`src/rtl/weather_pkg.sv`:
```
// rtl/weather_pkg.sv - shared types and constants for the weather SPI initiator
// Optional build macro: WX_CHECKSUM_EN (adds an XOR checksum byte to each frame).
package weather_pkg;

  typedef enum logic [2:0] {
    IDLE  = 3'd0,
    SETUP = 3'd1,
    HIGH  = 3'd2,
    LOW   = 3'd3,
    HOLD  = 3'd4,
    GAP   = 3'd5
  } wx_state_t;

`ifdef WX_CHECKSUM_EN
  localparam int WX_FRAME_BYTES = 4;
`else
  localparam int WX_FRAME_BYTES = 3;
`endif

  localparam logic [7:0] WX_CMD_BYTE = 8'hA5;

  function automatic logic [7:0] wx_flags_byte(input logic too_windy, input logic water);
    return {6'b0, too_windy, water};
  endfunction

endpackage

```
`src/rtl/weather_spi_master_tick_gen.sv`:
```
// rtl/weather_spi_master_tick_gen.sv - SCLK half-period enable, restarted on every FSM state change
module spi_tick_gen #(
  parameter int CLK_DIV = 1
) (
  input  logic ms_clk,
  input  logic reset,
  input  logic restart,
  output logic tick
);

  localparam int W = (CLK_DIV > 1) ? $clog2(CLK_DIV) : 1;
  localparam logic [W-1:0] LAST = W'(CLK_DIV - 1);

  logic [W-1:0] div_cnt;

  assign tick = (div_cnt == LAST);

  always_ff @(posedge ms_clk or negedge reset) begin
    if (!reset) begin
      div_cnt <= '0;
    end else if (restart || tick) begin
      div_cnt <= '0;
    end else begin
      div_cnt <= div_cnt + W'(1);
    end
  end

endmodule

```
`src/rtl/weather_spi_master.sv`:
```
// rtl/weather_spi_master.sv - SPI mode-0 initiator sending one weather-report frame per start pulse
// Build macro WX_CHECKSUM_EN appends an XOR checksum byte; default build sends three bytes.
module weather_spi_master
  import weather_pkg::*;
#(
  parameter int         CLK_DIV  = 1,
  parameter logic [7:0] CMD_BYTE = WX_CMD_BYTE
) (
  input  logic       ms_clk,
  input  logic       reset,
  input  logic       start,
  input  logic [7:0] wind_speed,
  input  logic       water,
  input  logic       too_windy,
  input  logic       miso,
  output logic       sclk,
  output logic       mosi,
  output logic       cs_n,
  output logic       busy,
  output logic       done,
  output logic [7:0] rx_byte,
  output logic       rx_valid
);

  localparam logic [1:0] LAST_BYTE = 2'(WX_FRAME_BYTES - 1);

  wx_state_t  state, next_state;
  logic       tick;
  logic       restart;
  logic [7:0] wind_q;
  logic [7:0] flags_q;
  logic [7:0] tx_shift;
  logic [7:0] rx_shift;
  logic [7:0] next_byte;
  logic [2:0] bit_cnt;
  logic [1:0] byte_cnt;
  logic       last_bit;

  assign last_bit = (byte_cnt == LAST_BYTE) && (bit_cnt == 3'd7);
  assign restart  = (next_state != state);

  spi_tick_gen #(
    .CLK_DIV(CLK_DIV)
  ) u_tick (
    .ms_clk (ms_clk),
    .reset  (reset),
    .restart(restart),
    .tick   (tick)
  );

`ifdef WX_CHECKSUM_EN
  logic [7:0] checksum;
  assign checksum = CMD_BYTE ^ wind_q ^ flags_q;
`endif

  // Byte that follows the one currently in tx_shift.
  always_comb begin
    next_byte = 8'h00;
    case (byte_cnt)
      2'd0:    next_byte = wind_q;
      2'd1:    next_byte = flags_q;
`ifdef WX_CHECKSUM_EN
      2'd2:    next_byte = checksum;
`endif
      default: next_byte = 8'h00;
    endcase
  end

  always_ff @(posedge ms_clk or negedge reset) begin
    if (!reset) begin
      state <= IDLE;
    end else begin
      state <= next_state;
    end
  end

  always_comb begin
    next_state = state;
    case (state)
      IDLE:    if (start) next_state = SETUP;
      SETUP:   if (tick)  next_state = HIGH;
      HIGH:    if (tick)  next_state = LOW;
      LOW:     if (tick)  next_state = last_bit ? HOLD : HIGH;
      HOLD:    if (tick)  next_state = GAP;
      GAP:     if (tick)  next_state = IDLE;
      default:            next_state = IDLE;
    endcase
  end

  always_comb begin
    sclk = 1'b0;
    cs_n = 1'b1;
    mosi = 1'b0;
    busy = 1'b1;
    case (state)
      IDLE: busy = 1'b0;
      SETUP, LOW: begin
        cs_n = 1'b0;
        mosi = tx_shift[7];
      end
      HIGH: begin
        cs_n = 1'b0;
        sclk = 1'b1;
        mosi = tx_shift[7];
      end
      HOLD:    cs_n = 1'b0;
      GAP:     cs_n = 1'b1;
      default: busy = 1'b0;
    endcase
  end

  // Rx samples on each entry to HIGH; tx advances on each entry to LOW.
  always_ff @(posedge ms_clk or negedge reset) begin
    if (!reset) begin
      wind_q   <= 8'h00;
      flags_q  <= 8'h00;
      tx_shift <= 8'h00;
      rx_shift <= 8'h00;
      bit_cnt  <= 3'd0;
      byte_cnt <= 2'd0;
      done     <= 1'b0;
      rx_valid <= 1'b0;
      rx_byte  <= 8'h00;
    end else begin
      done     <= 1'b0;
      rx_valid <= 1'b0;
      case (state)
        IDLE: begin
          if (start) begin
            wind_q   <= wind_speed;
            flags_q  <= wx_flags_byte(too_windy, water);
            tx_shift <= CMD_BYTE;
            rx_shift <= 8'h00;
            bit_cnt  <= 3'd0;
            byte_cnt <= 2'd0;
          end
        end
        SETUP: begin
          if (tick) rx_shift <= {rx_shift[6:0], miso};
        end
        HIGH: begin
          if (tick) tx_shift <= (bit_cnt == 3'd7) ? next_byte : {tx_shift[6:0], 1'b0};
        end
        LOW: begin
          if (tick) begin
            if (!last_bit) rx_shift <= {rx_shift[6:0], miso};
            bit_cnt <= bit_cnt + 3'd1;
            if (bit_cnt == 3'd7) byte_cnt <= byte_cnt + 2'd1;
          end
        end
        GAP: begin
          if (tick) begin
            done     <= 1'b1;
            rx_valid <= 1'b1;
            rx_byte  <= rx_shift;
          end
        end
        default: ;
      endcase
    end
  end

endmodule

```
`config.mk`:
```
export PLATFORM = sky130hd
export DESIGN_NAME = weather_spi_master
export DESIGN_NICKNAME = d
export VERILOG_FILES = /design/src/rtl/weather_pkg.sv /design/src/rtl/weather_spi_master_tick_gen.sv /design/src/rtl/weather_spi_master.sv
export SDC_FILE = /design/constraint.sdc
export NUM_CORES = 1
export LEC_CHECK = 0
export BUFFER_PORTS_ARGS = -buffer_cell sky130_fd_sc_hd__buf_2
export CAP_MARGIN = 20
export CORE_MARGIN = 8
export CORE_UTILIZATION = 50
export DETAILED_ROUTE_END_ITERATION = 10
export PLACE_DENSITY = 0.71
export SLEW_MARGIN = 20
export SYNTH_ARGS = -nofsm -noshare
export SYNTH_HDL_FRONTEND = slang
export SYNTH_SLANG_ARGS = --single-unit
```
`constraint.sdc`:
```
create_clock -name ms_clk -period 2.8 [get_ports ms_clk]
set_input_delay 0.84 -clock ms_clk [delete_from_list [all_inputs] [get_ports ms_clk]]
set_output_delay 0.84 -clock ms_clk [all_outputs]
set_load 0.05 [all_outputs]
```
==> results.toml, run 1 <==
[yosys]
synth-edff-count = 0
ys_seq_area_frac = 0.529
ys_types = 40
yosysMostFrequentCell = "dfrtp_1"
yosys.area.top_type = "dfrtp_1"
syn_area_sq_um = 2080
synth_top_area_frac = 0.529
ys_top_cells_by_area = "dfrtp_1 53%, mux2_2 10%, mux2_4 5.8%, nor2b_1 4.8%, ha_1 3.0%"
syn_nets = 180
async_flop_share = 1.00
yosys-top-cells-count = "44 x dfrtp_1, 19 x mux2_2, 16 x nor2b_1"
syn_inst = 161
ys.warnings.count = 0
synth-seq-cells = 44
synthFlopType = "dfrtp_1"
avgSynthCellArea_sq_um = 12.9

[clocking]
cts_tree = "done"
numClockSinks = 44
cts_max_level = 2
worstSkewPairLatency_ns = 0.30
cts-resized-gates = 0
hold_buffers = 0
post_cts_buffers = 0
root_buffer = "clkbuf_8"
path_clk_slew_ns = 0.09
cts_inserted_buffers = 5
cts_max_path_buffers = 2

[floorplan]
core_region_area_sq_um = 4000
io_pins = 28
row_count = 23
initial_core_util = 0.520
design.die.area_sq_um = 6480
die_h_um = 80.5
die_x_um = 80.5

[flow_run]
maxCapViolCount = 0

[critical_path]
end_kind = "output port"
required_ns = 1.96
rrSetupSlack_ns = 0.79
cp_slowest_cell = "dfrtp_1"
reg2reg_to = "rx_shift[1]"
cpPeakStageDelay_ns = 0.67
rr_worst_depth = 5
cp_num_buf_inv = 1
crit_path_end = "mosi"
start_kind = "flip-flop"
cp.arrival_ns = 1.61
crit_start = "state[0]"
crit_type = "flip-flop to output port"
crit_fanout = 12
r2r-start = "bit_cnt[0]"
path_cells = "nor2_1 > nor3b_1 > buf_2"
cp_top_family = "flip-flops"
path_depth = 3

[sta]
setup_viol = 0
rsz0062_at_grt = "no"
max-slew-margin-rel = 0.606
worst_slew_pin_slew_ns = 0.591
finalCritPeriodShare = 0.875
fin_setup_tns_ns = 0
hold_viol_final = 0
clock_skew_ns = 0.00702
timing.fmax_ghz = 0.408
layout_min_cycle_time_ns = 2.45
drv_slew = 0

[finish]
final_area_sq_um = 2340
drive_above_1_share = 0.383
final_util = 0.585
insertedDiodeCount = 0
area_growth_syn_to_layout_pct = 12.4
instances_no_fill = 238
nFillCells = 341
fin_nets = 206

[route]
vias = 1338
ant_nets = 0
wl_per_cell_um = 16.9
drc_errors = 0
dr.pass1.iters = 4
finalWirelength_um = 4020
viasPerCell = 5.62
drt-initial-drc-count = 74

[power_and_ir_drop]
vdd_drop_max_uv = 435
power_density_nw_per_um2 = 861
p_leak_nw = 1.13

[placement]
gp_congestion = 0.752
dp_hpwl_um = 2860
port_buffers = 27
placed_area_sq_um = 2240
dpl.cell_count = 230

[global_route]
overflow = 0
antenna_found_initial = 0
grt_pass1_wl_um = 6780
grt_pass1_vias = 1420
track_usage = 0.134
grt_max_degree = 45

[status]
status = "complete, no violations"

[worst_hold_path]
hold_path_class = "flip-flop to flip-flop"
[cells in the final DEF (no fill, tap or decap), types with 2 or more instances in the layout]
cell type | Yosys | routed
a22o_1 | 4 | 4
clkbuf_8 | 0 | 5
o2bb2ai_1 | 3 | 3
ha_1 | 5 | 5
nand3_1 | 2 | 2
inv_6 | 0 | 2
mux2_2 | 19 | 19
inv_1 | 2 | 2
a211oi_1 | 2 | 2
dfrtp_1 | 44 | 44
buf_4 | 4 | 3
nor3b_1 | 2 | 2
nor4b_4 | 1 | 2
a31oi_1 | 6 | 6
a2bb2oi_1 | 3 | 3
mux2_4 | 8 | 8
a21oi_1 | 4 | 4
o21ai_0 | 3 | 3
nor3_1 | 2 | 2
nor2_1 | 6 | 6
buf_2 | 2 | 27
nor2b_1 | 16 | 16
[where the power goes]
part	switching, mW	internal [mW]	total [mW]
logic	0.264	0.342	0.606
clock network	0.232	0.183	0.415
registers	0.149	0.844	0.993
total	0.644	1.37	2.01
[worst min path at each step]
stage / from / to / slack, ns / depth (start not counted)
after floorplan: tx_shift[3] / tx_shift[3] / 0.45 / 1
after global placement: tx_shift[3] / tx_shift[3] / 0.47 / 1
after detailed placement: tx_shift[4] / tx_shift[4] / 0.48 / 1
after CTS: tx_shift[4] / tx_shift[4] / 0.50 / 1
after global routing: tx_shift[4] / tx_shift[4] / 0.51 / 1
final: rx_byte[6] / rx_byte[6] / 0.51 / 1
[logic make-up after synthesis]
kind of cell,share of synthesized area
adders and majority gates,0.0301
buffers and inverters,0.0355
other,0.00180
AOI/OAI and AO/OA,0.101
xor gates and xnor gates,0.00421
DFF,0.529
muxes,0.161
and+or+nand+nor,0.138
[layer usage]
metal,up-vias,wire (um),part of all wire,track usage
li1,627,-,-,-
met1,683,1800,0.45,0.164
met2,23,2020,0.50,0.217
met3,5,161,0.040,0.0413
met4,0,45,0.011,0.0436
met5,-,0,0,0
[final cells by class]
type	instances	area, sq um	area share
inverters	2	7.51	0.00321
repair buffers	30	158	0.0674
flip-flops and latches	44	1100	0.471
multi-input cells	104	915	0.391
clock inverters	3	26.3	0.0112
clock buffers	5	68.8	0.0294
well taps	50	62.6	0.0268
[registers in the layout, indices dropped and copies added (netlist names)]
register	flops
state	3
byte_cnt	2
rx_valid	1
u_tick.div_cnt	1
flags_q	2
wind_q	8
rx_shift	8
bit_cnt	3
tx_shift	8
rx_byte	8
[through the flow]
stage | setup WS (ns) | hold slack (ns) | total power, mW
final | 0.351 | 0.506 | 2.01
after global routing | 0.212 | 0.509 | 2.14
after CTS | 0.333 | 0.503 | 2.04
after detailed placement | 0.688 | 0.476 | 1.61
after global placement | 0.730 | 0.467 | 1.56
after floorplan | 0.106 | 0.449 | 1.46
Note: power is estimated with default switching activity, not from simulation.
==> run 2: changes to the inputs <==
==> constraint.sdc (replaced) <==
create_clock -name ms_clk -period 2.8 [get_ports ms_clk]
set_input_delay 0.42 -clock ms_clk [delete_from_list [all_inputs] [get_ports ms_clk]]
set_output_delay 0.42 -clock ms_clk [all_outputs]
set_load 0.05 [all_outputs]
==> results.toml, run 2 (synthesized netlist as in run 1, its figures left out) <==
[status]
status = "complete, no violations"

[route]
drc_errors = 0
wl_per_cell_um = 16.0
ant_nets = 0
drt-initial-drc-count = 61
vias = 1307
viasPerCell = 5.51
finalWirelength_um = 3790
dr.pass1.iters = 4

[finish]
insertedDiodeCount = 0
drive_above_1_share = 0.380
fin_nets = 205
area_growth_syn_to_layout_pct = 13.5
layout_commonest_cell = "dfrtp_1"
final_cell_mix = "44 x dfrtp_1, 27 x buf_2, 19 x mux2_2"

[placement]
gp_congestion = 0.723
dp_hpwl_um = 2640
port_buffers = 27

[sta]
hold_viol_final = 0
setup_viol = 0
max-slew-margin-rel = 0.365
fin_setup_tns_ns = 0
finalCritPeriodShare = 0.722
timing.fmax_ghz = 0.495
layout_min_cycle_time_ns = 2.02
clock_skew_ns = 0.00251
whs_ns = 0.276
drv_slew = 0
rsz0062_at_grt = "no"
worst_slew_pin_slew_ns = 0.952

[critical_path]
cp_slowest_cell = "dfrtp_1"
path_cells = "nor2_1 > nor3b_1 > buf_2"
crit_type = "flip-flop to output port"
end_kind = "output port"
required_ns = 2.38
crit_fanout = 12
cp.arrival_ns = 1.60
cpPeakStageDelay_ns = 0.66
rr_worst_depth = 5
start_kind = "flip-flop"

[flow_run]
maxCapViolCount = 0

[global_route]
antenna_found_initial = 0
overflow = 0
grt_max_degree = 45
grt_pass1_wl_um = 6690
grt_pass1_vias = 1395
track_usage = 0.129

[clocking]
post_cts_buffers = 0
numClockSinks = 44
worstSkewPairLatency_ns = 0.29
path_clk_slew_ns = 0.08
root_buffer = "clkbuf_8"
cts_tree = "done"
cts-resized-gates = 0
cts_max_path_buffers = 2
cts_max_level = 2
hold_buffers = 0
cts_inserted_buffers = 5

[floorplan]
row_count = 23
die_x_um = 80.5
core_region_area_sq_um = 4000
initial_core_util = 0.520
io_pins = 28
design.die.area_sq_um = 6480
die_h_um = 80.5

[power_and_ir_drop]
power_density_nw_per_um2 = 894
p_leak_nw = 1.14
vdd_drop_max_uv = 478

[worst_hold_path]
hold_path_class = "input port to async pin"
-- run 2: cell types whose count changed in the layout (fill, tap and decap cells not counted), sizes merged --
cell    delta
buf        -1
clkbuf     +2
inv        -2
bufinv     +1
clkinv     -1
-- run 2: critical path: cells and delay by family, from the launching register on --
kind / cells / cell delay [ns]
buf+inv: 1 / 0.30
simple gates: 2 / 0.36
flops: 1 / 0.66
-- run 2: where the power goes --
group | leakage (nW) | switching [mW] | internal [mW] | total, mW
Combinational | 0.530 | 0.260 | 0.341 | 0.601
Sequential | 0.550 | 0.147 | 0.845 | 0.992
Clock | 0.0645 | 0.205 | 0.315 | 0.520
Total | 1.14 | 0.612 | 1.50 | 2.11
-- run 2: final cells by class --
cell class	instances	area [sq um]
multi-input cells	104	915
fillers	309	1640
flip-flops and latches	44	1100
well taps	50	62.6
clock buffers	7	96.3
inverters	2	7.51
clock inverters	1	30.0
repair buffers	29	150
-- run 2: per-stage QoR --
step	setup WS [ns]	util	instances	power, mW	area [sq um]
6_report	0.779	0.591	237	2.11	2360
4_1_cts	0.755	0.591	237	2.13	2360
2_1_floorplan	0.526	-	161	1.46	2080
3_3_place_gp	0.879	0.559	229	1.56	2240
3_5_place_dp	0.840	0.559	229	1.60	2240
5_1_grt	0.667	0.591	237	2.24	2360
-- run 2: path summary, 6_finish.rpt --
path / start / endpoint / slack [ns]
max in group asynchronous: reset / rx_byte[7] / 1.93
min reg2reg: tx_shift[3] / tx_shift[3] / 0.50
max: state[0] / mosi / 0.78
min in group ms_clk: water / flags_q[0] / 0.36
min: reset / wind_q[3] / 0.28
max reg2reg: bit_cnt[0] / rx_shift[3] / 0.83
-- run 2: layer usage --
| metal | vias up | track usage | wire (um) |
|---|---|---|---|
| li1 | 627 | - | - |
| met1 | 651 | 0.166 | 1770 |
| met2 | 24 | 0.203 | 1830 |
| met3 | 5 | 0.0313 | 142 |
| met4 | 0 | 0.0473 | 44 |
| met5 | - | 0 | 0 |
